$ cat src/rtl/l2_req_arb.sv
// Round-robin merge of per-stream requests onto one request port with credit-based flow control.
// Optional stall counter output is built when L2_REQ_ARB_STATS_EN is defined.
module l2_req_arb #(
    parameter int nstreams = 4,
    parameter int ncredits = 16,
    parameter int idw      = $clog2(nstreams),
    parameter int cw       = $clog2(ncredits + 1)
) (
    input  logic                clk,
    input  logic                reset,
    input  logic [nstreams-1:0] i_req_v,
    output logic [nstreams-1:0] i_req_r,
    output logic                o_req_v,
    input  logic                o_req_r,
    output logic [idw-1:0]      o_req_id,
    input  logic                i_rsp_v,
    output logic                i_rsp_r,
    input  logic [idw-1:0]      i_rsp_id,
    output logic [nstreams-1:0] o_rsp_v,
    input  logic [nstreams-1:0] o_rsp_r,
    output logic [cw-1:0]       o_credits
`ifdef L2_REQ_ARB_STATS_EN
    ,
    output logic [31:0]         o_stall_cnt
`endif
);

    localparam int PW = (nstreams > 1) ? $clog2(nstreams) : 1;

    logic                r_slot_v;
    logic [idw-1:0]      r_slot_id;
    logic [PW-1:0]       r_rr_ptr;
    logic [cw-1:0]       r_credits;

    logic                w_load;
    logic                w_found;
    logic                w_grant;
    logic [PW-1:0]       w_gnt_id;
    logic                w_rsp_hs;
    logic                w_rsp_id_ok;
    logic                w_rsp_r_sel;
    logic [nstreams-1:0] w_id_hit;

    assign w_load  = !r_slot_v || o_req_r;
    // Reset gates the grant so i_req_r stays zero while reset is held.
    assign w_grant = w_load && (r_credits != '0) && w_found && !reset;

    always_comb begin : rr_search
        int idx;
        w_found  = 1'b0;
        w_gnt_id = '0;
        idx      = 0;
        for (int k = 0; k < nstreams; k++) begin
            idx = int'(r_rr_ptr) + k;
            if (idx >= nstreams) begin
                idx = idx - nstreams;
            end
            if (!w_found && i_req_v[idx]) begin
                w_found  = 1'b1;
                w_gnt_id = PW'(idx);
            end
        end
    end

    genvar gi;
    generate
        for (gi = 0; gi < nstreams; gi++) begin : g_stream
            assign i_req_r[gi]  = w_grant && (w_gnt_id == PW'(gi));
            assign w_id_hit[gi] = (i_rsp_id == idw'(gi));
            assign o_rsp_v[gi]  = i_rsp_v && w_id_hit[gi];
        end
    endgenerate

    // Ids beyond the stream range have no consumer; accept them so the credit still returns.
    assign w_rsp_id_ok = |w_id_hit;
    assign w_rsp_r_sel = |(w_id_hit & o_rsp_r);
    assign i_rsp_r     = w_rsp_id_ok ? w_rsp_r_sel : 1'b1;
    assign w_rsp_hs    = i_rsp_v && i_rsp_r;

    always_ff @(posedge clk or posedge reset) begin
        if (reset) begin
            r_slot_v  <= 1'b0;
            r_slot_id <= '0;
            r_rr_ptr  <= '0;
            r_credits <= cw'(ncredits);
        end else begin
            if (w_load) begin
                r_slot_v <= w_grant;
                if (w_grant) begin
                    r_slot_id <= idw'(w_gnt_id);
                end
            end
            if (w_grant) begin
                r_rr_ptr <= (w_gnt_id == PW'(nstreams - 1)) ? '0 : w_gnt_id + 1'b1;
            end
            if (w_grant && !w_rsp_hs) begin
                r_credits <= r_credits - 1'b1;
            end else if (!w_grant && w_rsp_hs && (r_credits != cw'(ncredits))) begin
                r_credits <= r_credits + 1'b1;
            end
        end
    end

    assign o_req_v   = r_slot_v;
    assign o_req_id  = r_slot_id;
    assign o_credits = r_credits;

`ifdef L2_REQ_ARB_STATS_EN
    logic [31:0] r_stall_cnt;

    always_ff @(posedge clk or posedge reset) begin
        if (reset) begin
            r_stall_cnt <= '0;
        end else if ((|i_req_v) && (r_credits == '0) && (r_stall_cnt != '1)) begin
            r_stall_cnt <= r_stall_cnt + 1'b1;
        end
    end

    assign o_stall_cnt = r_stall_cnt;
`endif

endmodule

$ cat config.mk
export PLATFORM = sky130hd
export DESIGN_NAME = l2_req_arb
export DESIGN_NICKNAME = d
export VERILOG_FILES = /design/src/rtl/l2_req_arb.sv
export SDC_FILE = /design/constraint.sdc
export NUM_CORES = 1
export LEC_CHECK = 0
export CAP_MARGIN = 0
export CELL_PAD_IN_SITES_DETAIL_PLACEMENT = 0
export CELL_PAD_IN_SITES_GLOBAL_PLACEMENT = 1
export CORE_MARGIN = 1
export CORE_UTILIZATION = 31
export DETAILED_ROUTE_END_ITERATION = 12
export GPL_ROUTABILITY_DRIVEN = 0
export PLACE_DENSITY_LB_ADDON = 0.08
export SLEW_MARGIN = 20
export SYNTH_ARGS = -nofsm -noshare
export SYNTH_HDL_FRONTEND = slang
export SYNTH_SLANG_ARGS = --single-unit
$ cat constraint.sdc
create_clock -name clk -period 4.2 [get_ports clk]
set_input_delay 0.42 -clock clk [delete_from_list [all_inputs] [get_ports clk]]
set_output_delay 0.42 -clock clk [all_outputs]
set_load 0.1 [all_outputs]
==> metrics.txt <==
# TYPE chip_impl_metric gauge
chip_impl_info{name="status",value="complete, no violations"} 1
chip_impl_metric{name="synth_area_per_cell",unit="um2"} 9.28
chip_impl_metric{name="timing.final.crit_period",unit="ps"} 3240
chip_impl_metric{name="synth_top_area_share",unit="%"} 27.9
chip_impl_info{name="cts_tree",value="built"} 1
chip_impl_metric{name="post_cts_hold_buffer_count",unit=""} 0
chip_impl_metric{name="cts.path.max_buffers",unit=""} 2
chip_impl_info{name="cp-end-kind",value="flip-flop"} 1
chip_impl_metric{name="number_of_global_route_vias_before_repair",unit=""} 640
chip_impl_metric{name="critical_path_depth",unit=""} 9
chip_impl_metric{name="floorplan.rows",unit=""} 18
chip_impl_metric{name="dieArea",unit="um2"} 2810
chip_impl_info{name="synth.cells.most_frequent",value="sky130_fd_sc_hd__dfrtp_1 (9), sky130_fd_sc_hd__inv_1 (9), sky130_fd_sc_hd__nor2_1 (9)"} 1
chip_impl_info{name="slowest_stage_cell_on_the_critical_path",value="sky130_fd_sc_hd__or4_4"} 1
chip_impl_metric{name="fillerInstances",unit=""} 242
chip_impl_metric{name="timing.final.hold_violations",unit=""} 0
chip_impl_metric{name="drive_gt1_share",unit="%"} 16.7
chip_impl_metric{name="wl_per_cell",unit="um"} 12.1
chip_impl_metric{name="n_antenna_cell",unit=""} 0
chip_impl_metric{name="cpPeakStageDelay",unit="ps"} 580
chip_impl_metric{name="ys_seq_area_share",unit="%"} 31.2
chip_impl_metric{name="number_of_synthesized_flops_with_an_enable_pin",unit=""} 0
chip_impl_info{name="postSynth.topFlopCell",value="sky130_fd_sc_hd__dfrtp_1"} 1
chip_impl_metric{name="cp_max_fo",unit=""} 15
chip_impl_metric{name="yosys_warnings",unit=""} 0
chip_impl_metric{name="synth.lib_cells_used.distinct",unit=""} 37
chip_impl_metric{name="floorplan.initialDensity",unit="%"} 32.6
chip_impl_info{name="critical_path.endpoint",value="o_credits[4]"} 1
chip_impl_metric{name="firstDrtPassIters",unit=""} 4
chip_impl_metric{name="die_y",unit="um"} 53.0
chip_impl_metric{name="cts_num_sinks",unit=""} 10
chip_impl_metric{name="design.portCount",unit=""} 31
chip_impl_metric{name="dpl.hpwl",unit="um"} 1490
chip_impl_metric{name="h_tree_levels",unit=""} 1
chip_impl_metric{name="timing.final.crit_share",unit="%"} 77.2
chip_impl_metric{name="post-cts-setup-buffer-count",unit=""} 0
chip_impl_metric{name="globalRoute.totalOverflow",unit=""} 0
chip_impl_metric{name="netlist_area_before_placement",unit="um2"} 807
chip_impl_metric{name="fp.coreArea",unit="um2"} 2480
chip_impl_metric{name="slew_headroom",unit="%"} 35.2
chip_impl_metric{name="final-setup-viol-count",unit=""} 0
chip_impl_metric{name="postSynth.asyncResetShare",unit="%"} 100
chip_impl_metric{name="worst-endpoint-required",unit="ps"} 4390
chip_impl_metric{name="grt_first_pass_wirelength",unit="um"} 2940
chip_impl_info{name="crit_path_frequent_cell",value="sky130_fd_sc_hd__a21oi_1"} 1
chip_impl_metric{name="final_antenna_net_count",unit=""} 0
chip_impl_metric{name="detailroute.via_count",unit=""} 721
chip_impl_metric{name="placement.io_buffers",unit=""} 30
chip_impl_info{name="cts_root_buf",value="sky130_fd_sc_hd__clkbuf_4"} 1
chip_impl_metric{name="area_growth_from_synthesis_to_layout",unit="%"} 43.4
chip_impl_metric{name="critPathArrivalTime",unit="ps"} 3430
chip_impl_metric{name="ctsResizeCount",unit=""} 0
chip_impl_metric{name="grt_max_degree",unit=""} 16
chip_impl_metric{name="postLayoutCoreUtil",unit="%"} 46.7
chip_impl_metric{name="drt-total-wl",unit="um"} 1810
chip_impl_info{name="post-synth-top-area-cell",value="sky130_fd_sc_hd__dfrtp_1"} 1
chip_impl_info{name="critical_path.top_delay_family",value="compound AO/OA/AOI/OAI gates"} 1
chip_impl_metric{name="post_drt_via_cell_ratio",unit=""} 4.81
chip_impl_metric{name="remaining_drc_errors",unit=""} 0
chip_impl_metric{name="path_clk_slew",unit="ps"} 70
chip_impl_metric{name="slew_at_the_pin_closest_to_its_max_slew_limit",unit="ps"} 969
chip_impl_info{name="worst_r2r_startpoint",value="o_credits[2]"} 1
chip_impl_metric{name="worstRegToRegCells",unit=""} 9
chip_impl_info{name="worstPathCellList",value="or4_4, o21ai_2, a21oi_1, fa_1, a21o_1, a21oi_1, or3_4, a21oi_1, a311o_1"} 1
chip_impl_info{name="worstSetupPathType",value="flip-flop to flip-flop"} 1
chip_impl_metric{name="clk_latency",unit="ps"} 270
chip_impl_metric{name="postSynthRegisterBits",unit=""} 10
chip_impl_metric{name="dr.first_iter.drc_count",unit=""} 8
chip_impl_info{name="worstHoldPathType",value="input port to async pin"} 1
chip_impl_metric{name="cts_buffers",unit=""} 3
chip_impl_metric{name="die_width",unit="um"} 53.0
chip_impl_info{name="startpoint_class_of_the_critical_path",value="flip-flop"} 1
chip_impl_info{name="crit_start",value="o_credits[2]"} 1
chip_impl_info{name="worstReg2RegEnd",value="o_credits[4]"} 1
chip_impl_metric{name="maxCapViolations",unit=""} 0
chip_impl_info{name="rsz0062_at_grt",value="no"} 1
chip_impl_info{name="netlist_top_cells_area",value="sky130_fd_sc_hd__dfrtp_1 (28%), sky130_fd_sc_hd__ha_1 (11%), sky130_fd_sc_hd__inv_1 (4.2%)"} 1
chip_impl_metric{name="syn_inst",unit=""} 87
chip_impl_metric{name="multiInputGateArea",unit="um2"} 518
chip_impl_metric{name="fin_skew",unit="ps"} 5.05
chip_impl_metric{name="layout.area.seq",unit="um2"} 251
chip_impl_metric{name="final-max-slew-violation-count",unit=""} 0
chip_impl_metric{name="layout.nets",unit=""} 143
chip_impl_metric{name="antenna_found_initial",unit=""} 0
chip_impl_metric{name="r2r_slack",unit="ps"} 960
chip_impl_metric{name="final.setup.tns",unit="ps"} 0
chip_impl_metric{name="worst-path-buf-inv",unit=""} 0
chip_impl_metric{name="maxClockFrequency",unit="GHz"} 0.308
chip_impl_metric{name="mappedNetlistNets",unit=""} 109
chip_impl_metric{name="final_hold_slack",unit="ps"} 492
chip_impl_metric{name="globalRouteTotalUtil",unit="%"} 14.8
[sequential cells by signal (all words and copies together), names as in the netlist]
signal and flops:
o_credits 5, o_req_v 1, o_req_id 2, r_rr_ptr 2
[cell families after synthesis]
family,Yosys count,share of synthesized area [%]
flops,10,31.2
xor+xnor,3,3.26
compound gates,21,17.8
fa+ha+maj,8,13.3
simple gates,31,22.9
mux,4,6.82
buf+inv,10,4.65
[how the worst min path moves through the flow]
stage,end,slack [ps],depth (start not counted)
finish,o_req_v,490,2
global route,r_rr_ptr[0],540,2
CTS,r_rr_ptr[0],500,2
detailed placement,o_req_id[1],490,2
global placement,o_req_id[1],480,2
floorplan,o_credits[0],260,1
[routing by layer]
layer  track usage (%)  vias up  share of wire (%)
met2              23.8       14                 48
li1                  -      377                  -
met4              5.26        0               0.94
met1              19.5      328                 47
met3              2.59        2                3.2
met5                 0        -                  0
[cell usage in the layout, fill, tap and decap left out, types with 2 or more instances in the layout]
cell type	instances
sky130_fd_sc_hd__a21o_1	2
sky130_fd_sc_hd__a21oi_1	6
sky130_fd_sc_hd__a22o_1	3
sky130_fd_sc_hd__buf_4	4
sky130_fd_sc_hd__clkbuf_4	3
sky130_fd_sc_hd__clkdlybuf4s50_1	26
sky130_fd_sc_hd__dfrtp_1	9
sky130_fd_sc_hd__ha_1	7
sky130_fd_sc_hd__inv_1	9
sky130_fd_sc_hd__mux2_2	2
sky130_fd_sc_hd__nand2_1	7
sky130_fd_sc_hd__nand2b_1	2
sky130_fd_sc_hd__nor2_1	9
sky130_fd_sc_hd__o21ai_0	3
sky130_fd_sc_hd__o22ai_1	2
sky130_fd_sc_hd__xor2_1	2
[stage by stage]
stage          instances  area, um2  setup slack (ps)
2_1_floorplan         87        807               667
3_3_place_gp         146       1130               806
3_5_place_dp         146       1130               710
4_1_cts              150       1160               974
5_1_grt              150       1160               740
6_report             150       1160               958
[layout make-up]
type                            instances  share of cell area (%)
Multi-Input combinational cell         67                    44.8
Timing Repair Buffer                   30                    25.1
Sequential cell                        10                    21.7
Tap cell                               30                    3.24
Inverter                                9                    2.92
Clock buffer                            4                    2.27
Power is left out: the tool's default activity adds up to more than one toggle a clock period on the data nets, which glitch-free logic cannot reach.
